## config.mk

```make
export PLATFORM = sky130hd
export DESIGN_NAME = aram_arbiter_flat
export DESIGN_NICKNAME = d
export VERILOG_FILES = /design/src/rtl/smp_pkg.sv /design/src/rtl/aram_arbiter_if.sv /design/src/rtl/aram_tag_pipe.sv /design/src/rtl/aram_arbiter.sv /design/src/flat_wrapper.sv
export SDC_FILE = /design/constraint.sdc
export NUM_CORES = 1
export LEC_CHECK = 0
export CAP_MARGIN = 20
export CORE_MARGIN = 2
export CORE_UTILIZATION = 37
export CTS_CLUSTER_DIAMETER = 80
export DETAILED_ROUTE_END_ITERATION = 10
export PLACE_DENSITY = 0.8
export SLEW_MARGIN = 5
export SYNTH_ARGS = -nofsm -noshare
export SYNTH_HDL_FRONTEND = slang
export SYNTH_SLANG_ARGS = --single-unit
```

## constraint.sdc

```tcl
create_clock -name CLK -period 1.8 [get_ports CLK]
set_clock_uncertainty 0.15 [all_clocks]
set_input_delay 0.36 -clock CLK [delete_from_list [all_inputs] [get_ports CLK]]
set_output_delay 0.36 -clock CLK [all_outputs]
set_load 0.02 [all_outputs]
```

## src/rtl/smp_pkg.sv

```systemverilog
// Shared types for the audio RAM arbiter: requester ids and the read-tag record.
package smp_pkg;

    localparam int ARAM_AW = 16;

    typedef enum logic [1:0] {
        OWN_NONE = 2'd0,
        OWN_DSP  = 2'd1,
        OWN_SMP  = 2'd2,
        OWN_HOST = 2'd3
    } owner_t;

    // One entry of the read-return pipe: is it a read, and who gets the data.
    typedef struct packed {
        logic   valid;
        owner_t owner;
    } tag_t;

endpackage

```

## src/rtl/aram_arbiter_if.sv

```systemverilog
// Requester and memory-controller signals of the audio RAM arbiter.
// slave is the arbiter's view; master is the view of everything around it.
interface aram_arbiter_if;
    import smp_pkg::*;

    logic               DSP_REQ;
    logic [ARAM_AW-1:0] DSP_A;
    logic [7:0]         DSP_DO;
    logic               DSP_WE_N;
    logic               DSP_ACK;
    logic [7:0]         DSP_DI;
    logic               DSP_RVALID;

    logic               SMP_REQ;
    logic [ARAM_AW-1:0] SMP_A;
    logic [7:0]         SMP_DO;
    logic               SMP_WE_N;
    logic               SMP_ACK;
    logic [7:0]         SMP_DI;
    logic               SMP_RVALID;

    logic               HOST_REQ;
    logic [ARAM_AW-1:0] HOST_A;
    logic [7:0]         HOST_DO;
    logic               HOST_WE_N;
    logic               HOST_ACK;
    logic [7:0]         HOST_DI;
    logic               HOST_RVALID;
    logic               HOST_LOCK;

    logic               MEM_CE;
    logic [ARAM_AW-1:0] MEM_A;
    logic [7:0]         MEM_DO;
    logic               MEM_WE_N;
    logic [7:0]         MEM_DI;

    modport slave (
        input  DSP_REQ, DSP_A, DSP_DO, DSP_WE_N,
        output DSP_ACK, DSP_DI, DSP_RVALID,
        input  SMP_REQ, SMP_A, SMP_DO, SMP_WE_N,
        output SMP_ACK, SMP_DI, SMP_RVALID,
        input  HOST_REQ, HOST_A, HOST_DO, HOST_WE_N, HOST_LOCK,
        output HOST_ACK, HOST_DI, HOST_RVALID,
        output MEM_CE, MEM_A, MEM_DO, MEM_WE_N,
        input  MEM_DI
    );

    modport master (
        output DSP_REQ, DSP_A, DSP_DO, DSP_WE_N,
        input  DSP_ACK, DSP_DI, DSP_RVALID,
        output SMP_REQ, SMP_A, SMP_DO, SMP_WE_N,
        input  SMP_ACK, SMP_DI, SMP_RVALID,
        output HOST_REQ, HOST_A, HOST_DO, HOST_WE_N, HOST_LOCK,
        input  HOST_ACK, HOST_DI, HOST_RVALID,
        input  MEM_CE, MEM_A, MEM_DO, MEM_WE_N,
        output MEM_DI
    );

endinterface

```

## src/rtl/aram_tag_pipe.sv

```systemverilog
// Fixed-depth shift register that carries the owner of each read alongside the
// memory latency, so returning data can be steered back to whoever asked for it.
module aram_tag_pipe
    import smp_pkg::*;
#(
    parameter int DEPTH = 2
) (
    input  logic CLK,
    input  logic RST_N,
    input  tag_t in_tag,
    output tag_t out_tag
);

    tag_t stage_q [DEPTH];

    // Shift one stage per clock; reset drops every read still in flight.
    always_ff @(posedge CLK) begin
        if (!RST_N) begin
            for (int i = 0; i < DEPTH; i++) begin
                stage_q[i] <= '0;
            end
        end else begin
            stage_q[0] <= in_tag;
            for (int i = 1; i < DEPTH; i++) begin
                stage_q[i] <= stage_q[i-1];
            end
        end
    end

    assign out_tag = stage_q[DEPTH-1];

endmodule

```

## src/rtl/aram_arbiter.sv

```systemverilog
// Three-way arbiter for the single audio RAM port (DSP, SMP, HOST).
// Winner is picked combinationally from the live requests; the access itself is
// launched from registers one cycle later. Read tags enter the tag pipe on the
// same edge that raises MEM_CE, so the last stage lines up with MEM_DI and the
// owner's RVALID lands exactly MEM_LAT cycles after its ACK.
module aram_arbiter
    import smp_pkg::*;
#(
    parameter int MEM_LAT    = 2,
    parameter int STARVE_MAX = 15
) (
    input  logic           CLK,
    input  logic           RST_N,
    aram_arbiter_if.slave  bus
);

    localparam int SW = (STARVE_MAX < 1) ? 1 : $clog2(STARVE_MAX + 1);
    localparam logic [SW-1:0] STARVE_LIM = SW'(STARVE_MAX);

    logic               dsp_elig;
    logic               smp_elig;
    logic               host_elig;
    owner_t             winner;
    logic [ARAM_AW-1:0] win_a;
    logic [7:0]         win_do;
    logic               win_we_n;
    logic [SW-1:0]      starve_q;
    tag_t               issue_tag;
    tag_t               ret_tag;

    // Pick this cycle's winner; an ACKed requester sits out one cycle, and a
    // locked port or a starved HOST overrides the fixed DSP > SMP > HOST order.
    always_comb begin
        dsp_elig  = bus.DSP_REQ  && !bus.DSP_ACK && !bus.HOST_LOCK;
        smp_elig  = bus.SMP_REQ  && !bus.SMP_ACK && !bus.HOST_LOCK;
        host_elig = bus.HOST_REQ && !bus.HOST_ACK;
        winner    = OWN_NONE;
        if (bus.HOST_LOCK) begin
            if (host_elig) begin
                winner = OWN_HOST;
            end
        end else if (host_elig && (starve_q == STARVE_LIM)) begin
            winner = OWN_HOST;
        end else if (dsp_elig) begin
            winner = OWN_DSP;
        end else if (smp_elig) begin
            winner = OWN_SMP;
        end else if (host_elig) begin
            winner = OWN_HOST;
        end
    end

    // Route the winner's address, data and direction toward the MEM registers.
    always_comb begin
        win_a    = '0;
        win_do   = '0;
        win_we_n = 1'b1;
        case (winner)
            OWN_DSP: begin
                win_a    = bus.DSP_A;
                win_do   = bus.DSP_DO;
                win_we_n = bus.DSP_WE_N;
            end
            OWN_SMP: begin
                win_a    = bus.SMP_A;
                win_do   = bus.SMP_DO;
                win_we_n = bus.SMP_WE_N;
            end
            OWN_HOST: begin
                win_a    = bus.HOST_A;
                win_do   = bus.HOST_DO;
                win_we_n = bus.HOST_WE_N;
            end
            default: begin
                win_a    = '0;
                win_do   = '0;
                win_we_n = 1'b1;
            end
        endcase
        issue_tag.valid = (winner != OWN_NONE) && win_we_n;
        issue_tag.owner = winner;
    end

    // Count how long HOST has been waiting, saturating so it stays eligible for the override.
    always_ff @(posedge CLK) begin
        if (!RST_N) begin
            starve_q <= '0;
        end else if (!bus.HOST_REQ || (winner == OWN_HOST)) begin
            starve_q <= '0;
        end else if (starve_q != STARVE_LIM) begin
            starve_q <= starve_q + SW'(1);
        end
    end

    // Launch the winning access and pulse its ACK; address and data hold when idle.
    always_ff @(posedge CLK) begin
        if (!RST_N) begin
            bus.DSP_ACK  <= 1'b0;
            bus.SMP_ACK  <= 1'b0;
            bus.HOST_ACK <= 1'b0;
            bus.MEM_CE   <= 1'b0;
            bus.MEM_WE_N <= 1'b1;
            bus.MEM_A    <= '0;
            bus.MEM_DO   <= '0;
        end else begin
            bus.DSP_ACK  <= (winner == OWN_DSP);
            bus.SMP_ACK  <= (winner == OWN_SMP);
            bus.HOST_ACK <= (winner == OWN_HOST);
            if (winner != OWN_NONE) begin
                bus.MEM_CE   <= 1'b1;
                bus.MEM_WE_N <= win_we_n;
                bus.MEM_A    <= win_a;
                bus.MEM_DO   <= win_do;
            end else begin
                bus.MEM_CE   <= 1'b0;
                bus.MEM_WE_N <= 1'b1;
            end
        end
    end

    aram_tag_pipe #(
        .DEPTH (MEM_LAT)
    ) u_tag_pipe (
        .CLK     (CLK),
        .RST_N   (RST_N),
        .in_tag  (issue_tag),
        .out_tag (ret_tag)
    );

    // Capture returning read data for the tagged owner; other owners keep their last data.
    always_ff @(posedge CLK) begin
        if (!RST_N) begin
            bus.DSP_RVALID  <= 1'b0;
            bus.SMP_RVALID  <= 1'b0;
            bus.HOST_RVALID <= 1'b0;
            bus.DSP_DI      <= '0;
            bus.SMP_DI      <= '0;
            bus.HOST_DI     <= '0;
        end else begin
            bus.DSP_RVALID  <= ret_tag.valid && (ret_tag.owner == OWN_DSP);
            bus.SMP_RVALID  <= ret_tag.valid && (ret_tag.owner == OWN_SMP);
            bus.HOST_RVALID <= ret_tag.valid && (ret_tag.owner == OWN_HOST);
            if (ret_tag.valid && (ret_tag.owner == OWN_DSP)) begin
                bus.DSP_DI <= bus.MEM_DI;
            end
            if (ret_tag.valid && (ret_tag.owner == OWN_SMP)) begin
                bus.SMP_DI <= bus.MEM_DI;
            end
            if (ret_tag.valid && (ret_tag.owner == OWN_HOST)) begin
                bus.HOST_DI <= bus.MEM_DI;
            end
        end
    end

endmodule

```

## src/flat_wrapper.sv

```systemverilog
// flat-port wrapper written by rule: the top's interface ports become plain ports
module aram_arbiter_flat import smp_pkg::*;
#(
    parameter int MEM_LAT    = 2,
    parameter int STARVE_MAX = 15
)
  (CLK, RST_N, bus_DSP_REQ, bus_DSP_A, bus_DSP_DO, bus_DSP_WE_N, bus_DSP_ACK, bus_DSP_DI, bus_DSP_RVALID, bus_SMP_REQ, bus_SMP_A, bus_SMP_DO, bus_SMP_WE_N, bus_SMP_ACK, bus_SMP_DI, bus_SMP_RVALID, bus_HOST_REQ, bus_HOST_A, bus_HOST_DO, bus_HOST_WE_N, bus_HOST_LOCK, bus_HOST_ACK, bus_HOST_DI, bus_HOST_RVALID, bus_MEM_CE, bus_MEM_A, bus_MEM_DO, bus_MEM_WE_N, bus_MEM_DI);
  aram_arbiter_if bus_i ();
  input  logic CLK;
  input  logic RST_N;
  input wire logic [$bits(bus_i.DSP_REQ)-1:0] bus_DSP_REQ;
  input wire logic [$bits(bus_i.DSP_A)-1:0] bus_DSP_A;
  input wire logic [$bits(bus_i.DSP_DO)-1:0] bus_DSP_DO;
  input wire logic [$bits(bus_i.DSP_WE_N)-1:0] bus_DSP_WE_N;
  output wire logic [$bits(bus_i.DSP_ACK)-1:0] bus_DSP_ACK;
  output wire logic [$bits(bus_i.DSP_DI)-1:0] bus_DSP_DI;
  output wire logic [$bits(bus_i.DSP_RVALID)-1:0] bus_DSP_RVALID;
  input wire logic [$bits(bus_i.SMP_REQ)-1:0] bus_SMP_REQ;
  input wire logic [$bits(bus_i.SMP_A)-1:0] bus_SMP_A;
  input wire logic [$bits(bus_i.SMP_DO)-1:0] bus_SMP_DO;
  input wire logic [$bits(bus_i.SMP_WE_N)-1:0] bus_SMP_WE_N;
  output wire logic [$bits(bus_i.SMP_ACK)-1:0] bus_SMP_ACK;
  output wire logic [$bits(bus_i.SMP_DI)-1:0] bus_SMP_DI;
  output wire logic [$bits(bus_i.SMP_RVALID)-1:0] bus_SMP_RVALID;
  input wire logic [$bits(bus_i.HOST_REQ)-1:0] bus_HOST_REQ;
  input wire logic [$bits(bus_i.HOST_A)-1:0] bus_HOST_A;
  input wire logic [$bits(bus_i.HOST_DO)-1:0] bus_HOST_DO;
  input wire logic [$bits(bus_i.HOST_WE_N)-1:0] bus_HOST_WE_N;
  input wire logic [$bits(bus_i.HOST_LOCK)-1:0] bus_HOST_LOCK;
  output wire logic [$bits(bus_i.HOST_ACK)-1:0] bus_HOST_ACK;
  output wire logic [$bits(bus_i.HOST_DI)-1:0] bus_HOST_DI;
  output wire logic [$bits(bus_i.HOST_RVALID)-1:0] bus_HOST_RVALID;
  output wire logic [$bits(bus_i.MEM_CE)-1:0] bus_MEM_CE;
  output wire logic [$bits(bus_i.MEM_A)-1:0] bus_MEM_A;
  output wire logic [$bits(bus_i.MEM_DO)-1:0] bus_MEM_DO;
  output wire logic [$bits(bus_i.MEM_WE_N)-1:0] bus_MEM_WE_N;
  input wire logic [$bits(bus_i.MEM_DI)-1:0] bus_MEM_DI;
  assign bus_i.DSP_REQ = bus_DSP_REQ;
  assign bus_i.DSP_A = bus_DSP_A;
  assign bus_i.DSP_DO = bus_DSP_DO;
  assign bus_i.DSP_WE_N = bus_DSP_WE_N;
  assign bus_DSP_ACK = bus_i.DSP_ACK;
  assign bus_DSP_DI = bus_i.DSP_DI;
  assign bus_DSP_RVALID = bus_i.DSP_RVALID;
  assign bus_i.SMP_REQ = bus_SMP_REQ;
  assign bus_i.SMP_A = bus_SMP_A;
  assign bus_i.SMP_DO = bus_SMP_DO;
  assign bus_i.SMP_WE_N = bus_SMP_WE_N;
  assign bus_SMP_ACK = bus_i.SMP_ACK;
  assign bus_SMP_DI = bus_i.SMP_DI;
  assign bus_SMP_RVALID = bus_i.SMP_RVALID;
  assign bus_i.HOST_REQ = bus_HOST_REQ;
  assign bus_i.HOST_A = bus_HOST_A;
  assign bus_i.HOST_DO = bus_HOST_DO;
  assign bus_i.HOST_WE_N = bus_HOST_WE_N;
  assign bus_i.HOST_LOCK = bus_HOST_LOCK;
  assign bus_HOST_ACK = bus_i.HOST_ACK;
  assign bus_HOST_DI = bus_i.HOST_DI;
  assign bus_HOST_RVALID = bus_i.HOST_RVALID;
  assign bus_MEM_CE = bus_i.MEM_CE;
  assign bus_MEM_A = bus_i.MEM_A;
  assign bus_MEM_DO = bus_i.MEM_DO;
  assign bus_MEM_WE_N = bus_i.MEM_WE_N;
  assign bus_i.MEM_DI = bus_MEM_DI;
  aram_arbiter #(.MEM_LAT(MEM_LAT), .STARVE_MAX(STARVE_MAX)) u_core (.CLK(CLK), .RST_N(RST_N), .bus(bus_i));
endmodule
```

==> metrics.txt <==
area leader, netlist=dfxtp_1; vias in the first global route=between 3,000 and 4,000; overall power=3.63 mW; Cells after Synth=approximately 350; Util after Layout=64.7%; TritonCTS Sinks=between 60 and 70; routed wire length per instance=around 16 um; register area share after synthesis=approximately 44%; gr ovfl total=0; Mapped Avg Cell Area=about 9 um^2; CP delay by family, top=compound AO/OA/AOI/OAI gates; Die ar.=8890 um^2; Synth Warn #=0; cells along the critical path=ha_4 > and3_4 > a221o_1 > buf_6 > a21o_1 > nor3_2; reg2reg end=u_core.starve_q[3]; HP Start=u_core.u_tag_pipe.stage_q[0][2]; Critical Path Source=u_core.starve_q[1]; Chip Width=~94 um; WP data arrival=1.94 ns; CP max FO=17; Crit Reg-Reg Startpoint=u_core.starve_q[1]; worst hold path depth=1; top cells by area, synth=dfxtp_1 (44%), nand2_1 (8.5%), a21boi_0 (6.2%); flops & latches, synth=66; initial antenna violation count=0; floorplan row count=32; # IOs=about 150; final hold vios=0; Req. time, crit path=slightly below 2 ns; first-pass GRT wire length=~15,000 um; DR vias=between 3,000 and 4,000; setup ws final=-0.00834 ns; Buf/Inv on CP=1; First DRT Iteration DRCs=110; clock slew at reported path FFs=~0.07 ns; outcome=finished with violations; violated checks=negative setup slack; area delta synth->final=67.6%; most frequent cells in the layout=clkdlybuf4s50_1 (87), nand2_1 (68), dfxtp_1 (64); dpl cells=601; routed wire length=~9800 um; top achievable clock speed=553 MHz; Yosys cell types=41; # setup viols final=2; Stages on worst setup path=6; NumNets Final=between 600 and 700; H-tree depth=3; DR vias/cell=~5.3; RSZ-0062 raised after global routing=yes; layout cell share with drive strength beyond 1=14.7%; HPWL Detailed=approximately 7400 um; Clk Latency, worst-skew pair=about 0.35 ns; DRC viols=0; relative slew slack=a little over two thirds; final count of pins violating max slew=0; ant diodes=0; hold path endpoint=u_core.u_tag_pipe.stage_q[0][5]; ANT nets after route=0; WS Path Type=reg -> reg; crit path time final=~1.8 ns; Pleak=2.23 nW; top-area cell type share of the netlist area=between 40 and 50%; Worst Hold Margin=~0.28 ns; post-synth design cell area=3020 um^2; RePlAce Congestion=slightly above 0.8; Port Buffer Count=roughly 140; crit end category=register; Non-Filler Instances=around 620; first-pass detailed-route iteration total=4; CTS max path bufs=2; number of cells on the worst reg-to-reg path=6; PD cells=approximately 700 nW/um^2; Maximum Capacitance Violations=0; total track usage=22.2%; commonest non-fill, non-tap cell in the layout=clkdlybuf4s50_1; CTS buffer count=9; Initial Utilization=just under 40%; worst reg2reg setup slack=-0.008 ns; element type at the critical path start=register; Final Cycle Share=100%; hold bufs inserted after CTS=0; Root Buffer=clkbuf_8; peak supply drop=roughly 0.42 mV; Syn Nets=about 440; worst min path class=reg -> reg; Die Ht=94.3 um; Slew @ Worst Pin=about 0.44 ns; critical path's largest stage delay=between 0.3 and 0.4 ns; Critical-path top delay cell=a221o_1; TritonCTS clock tree=yes; Core Area=approximately 7800 um^2; largest net degree at the start of global routing=28
## layout make-up
type / instances / area [um^2]
well taps: 102 / 128
clock buffers: 9 / 124
flip-flops and latches: 66 / 1320
fillers: 654 / 2760
clock inverters: 7 / 70.1
multi-input cells: 253 / 1610
repair buffers: 182 / 1790
## where the power goes
part           leakage [nW]  internal [mW]  switching (mW)
logic                  1.59          0.449           0.388
clock network        0.0990          0.635           0.580
registers             0.541           1.54          0.0415
total                  2.23           2.62            1.01
## registers in the layout, summed over array words and instances (netlist names)
register and count:
u_core.bus.MEM_WE_N 1, u_core.bus.MEM_DO 8, u_core.bus.HOST_DI 8, u_core.u_tag_pipe.stage_q 6, u_core.bus.SMP_ACK 1, u_core.bus.DSP_ACK 1
u_core.bus.MEM_A 16, u_core.bus.HOST_ACK 1, u_core.starve_q 4, u_core.bus.MEM_CE 1, u_core.bus.SMP_RVALID 1, u_core.bus.DSP_DI 8
u_core.bus.HOST_RVALID 1, u_core.bus.SMP_DI 8, u_core.bus.DSP_RVALID 1
## layer usage
layer,track usage (%),wire (um)
met4,8.09,229
met2,39.6,4940
met1,24.2,3750
met5,0,0
met3,7.70,870
## cell usage after synthesis
cell type	n
and3_1	2
a41oi_2	2
a21o_1	20
xnor2_1	1
nor3_1	1
nor2_1	10
nor3b_1	3
buf_4	3
o22ai_1	3
and2b_1	1
nand2_1	68
buf_2	5
a32oi_1	19
nor2b_1	2
o221ai_1	3
nand3_1	7
o31ai_1	1
a21oi_1	20
a311o_1	1
a221o_1	1
and2_1	9
mux2i_1	3
o21ai_0	24
buf_6	3
nand2b_1	3
nor3_2	1
a31oi_1	1
nand3_2	1
buf_1	1
a21oi_4	1
or2_2	2
nand3b_1	1
or3b_4	2
nor3b_2	1
nand2_2	1
o211ai_1	11
dfxtp_1	66
ha_1	1
a221oi_4	1
clkbuf_1	14
a21boi_0	25
## kinds of logic (layout without fill, tap and decap cells)
family | after synthesis | after routing | share of synthesized area, %
buf+inv | 26 | 198 | 4.56
flops | 66 | 66 | 43.8
compound gates | 133 | 133 | 31.9
fa+ha+maj | 1 | 1 | 0.415
mux | 3 | 3 | 0.996
simple gates | 115 | 115 | 18.0
xor+xnor | 1 | 1 | 0.291
## what timing repair did
item | in CTS | in global routing
setup endpoints to repair | 52 | 30
resized for setup | 55 | 14
pin swaps | 5 | 1
gates cloned | 1 | 0
setup buffers | 1 | 0
## worst max-delay path by stage
stage / end
2_1_floorplan: u_core.bus.MEM_A[0]
3_3_place_gp: u_core.bus.MEM_DO[1]
3_5_place_dp: u_core.bus.MEM_A[1]
4_1_cts: u_core.starve_q[3]
5_1_grt: u_core.bus.MEM_WE_N
6_report: u_core.starve_q[3]
## through the flow
step	area, um^2	worst slack [ns]	setup TNS [ns]
CTS	5010	-0.0104	-0.0104
finish	5050	-0.00834	-0.0144
global route	5050	-0.0687	-0.340
floorplan	3040	0.00773	0
global placement	4800	-0.386	-10.85
detailed placement	4800	-0.440	-11.67
Power figures use the tool's default switching activity.
==> patch (config.mk and constraints unchanged) <==
The package constant `ARAM_AW` goes from 16 to 15.
--- a/src/rtl/smp_pkg.sv
+++ b/src/rtl/smp_pkg.sv
@@ -2,5 +2,5 @@
 package smp_pkg;
 
-    localparam int ARAM_AW = 16;
+    localparam int ARAM_AW = 15;
 
     typedef enum logic [1:0] {
Ports: changed (resized bus_DSP_A, bus_HOST_A, bus_MEM_A and bus_SMP_A); port bits go from 145 to 141. The function was not compared with the original's and may differ.
==> patch against the original RTL <==
  * The run still ends with negative setup slack left
  * Maximum frequency fell by 0.20%
  * Setup slack got worse by 0.0037 ns
  * Sequential share of layout area increased by 0.87 points
  * Wire length fell by 3.4%
  * Synthesized area fell by 8.0%
  * Final area decreased by 4.5%
  * Combinational power fell by 3.0%
  * Power decreased by 0.16%
  * Critical path depth is 1 lower
  * Critical path type unchanged
  * Sequential cell count decreased by 1
==> patch: results (changes against the original RTL) <==
The count of nets after finishing was 573 (-4.8%). The static leakage came out at 2.301 nW (+3.4%). The fraction of the yosys area taken by sequential cells came out at 46.89% (+3.1 points). The non-clock buffer total of the final layout is 173 (-4.9%). The peak supply drop is 0.4523 mV (+6.8%). The worst setup timing slack at the placement stage is -0.6237 ns (-0.1837 ns). By area the synthesized netlist is led by dfxtp_1 47%, nand2_1 6.4%, o21ai_0 6.1%. The instance count of the mapped netlist came out at 324 (-6.1%). The final HPWL from detailed placement was 6759 um (-8.8%). The global placement routability congestion is 0.8224 (-1.0%). The number of resized instances in the post-cts repair step is 52 (-5.5%). The aggregate global-route resource usage came out at 23.07% (+0.87 points). The met3 routed wirelength is 738 um (-15%). The final-layout non-clock buffer area share is 36.48% (+0.97 points). The count of port buffers added during placement came out at 140 (-2.8%). The combinational power share came to 22.4% (-0.6 points). The met2 wire length came out at 4783 um (-3.2%).

The count of fill cells added during filler insertion was 603 (-7.8%). The number of placement rows was 31 (-3.1%). The wire length reported by the detailed router is 9457 um (-3.4%).

The post-route setup TNS came out at -0.02374 ns (-0.009310 ns). The detailed-route wire length on metal 1 is 3724 um (-0.75%). The slowest stage of the critical path belongs to the cell or3b_4. The multi-input combinational gate total came to 224 (-11%). The sequential standard cell area is 1306 um2 (-1.3%). The first-pass GRT wire length is 15320 um (+0.45%). Ranked by flip-flop count, first place goes to u_core.bus.MEM_A. The final hold slack came out at 0.2954 ns (+0.01161 ns). The number of global-route vias before repair came out at 3193 (-0.56%). The number of signal-net inverters in the final layout came out at 13 (+13). The post-detailed-route via-to-cell ratio came out at 5.115 (-3.7%). The post-placement cell area was 4408 um2 (-8.3%). The flow ran to the end, but the final reports show violations. The share of total power in sequential cells came out at 43.0% (-0.5 points). The via total after detailed routing is 3018 (-8.2%). The clock insertion delay at the later pin of the skew report was 0.33 ns (-0.02 ns). The checks that failed: negative setup slack.

The number of sinks driven by the clock tree came out at 65 (-1.5%). Among cell families on the critical path, the largest total delay comes from simple AND/OR/NAND/NOR gates. The clock buffer and inverter area fraction after layout came to 4.174% (+0.34 points). The net count of the mapped netlist was 411 (-5.5%). The number of flip-flops in the largest register came out at 15 (-1).

The first-iteration detailed-routing DRC count was 202 (+84%). The post-CTS setup buffer count is 4 (+3). The commonest cells after synthesis are 65 x dfxtp_1, 47 x nand2_1, 34 x o21ai_0. The area growth from synthesis to layout came out at 73.90%. The complex-gate fraction of the synthesized area came out at 22.36% (-9.5 points). The peak per-stage delay on the critical path is 0.44 ns (+0.09 ns). The pin count of the biggest net entering global routing came out at 32 (+14%). The number of setup violations in the final report is 3 (+1).

The worst path setup slack after routing came out at -0.01201 ns (-0.003670 ns). The multi-input gate share of total cell area is 28.70% (-3.2 points). The number of distinct library cells after synthesis came out at 35 (-15%). The fraction of layout cells with a size suffix above 1 came out at 14.05% (-0.65 points).

The fraction of the mapped netlist area in adder cells is 0.4509% (+0.036 points). The net switching power came out at 0.001012 W (+0.24%). The portion of netlist area occupied by mux cells is 3.246% (+2.3 points).

The actual slew at the worst max-slew pin came to 0.6045 ns (+0.1605 ns). The cell-internal power was 0.002613 W (-0.31%).
==> patch: cell count changes after synthesis, sizes merged, moves of 12 or more <==
cell / delta
nor2: +13
a21o: -20
nand2: -22
inv: +13
a32o: +12
nor3: +16
a32oi: -19
o21ai: +13
a21boi: -24
==> patch: final timing paths <==
| path | to | start | cells after the start |
|---|---|---|---|
| worst max-delay path | u_core.bus.MEM_WE_N$_SDFF_PN1_ | u_core.bus.SMP_ACK$_SDFF_PN0_ | 5 |
| worst min-delay path | u_core.u_tag_pipe.stage_q[0][4]$_SDFF_PN0_ | u_core.u_tag_pipe.stage_q[0][1]$_SDFF_PN0_ | 1 |
| worst max register to register | u_core.bus.MEM_WE_N$_SDFF_PN1_ | u_core.bus.SMP_ACK$_SDFF_PN0_ | 5 |
| worst min register to register | u_core.u_tag_pipe.stage_q[0][4]$_SDFF_PN0_ | u_core.u_tag_pipe.stage_q[0][1]$_SDFF_PN0_ | 1 |
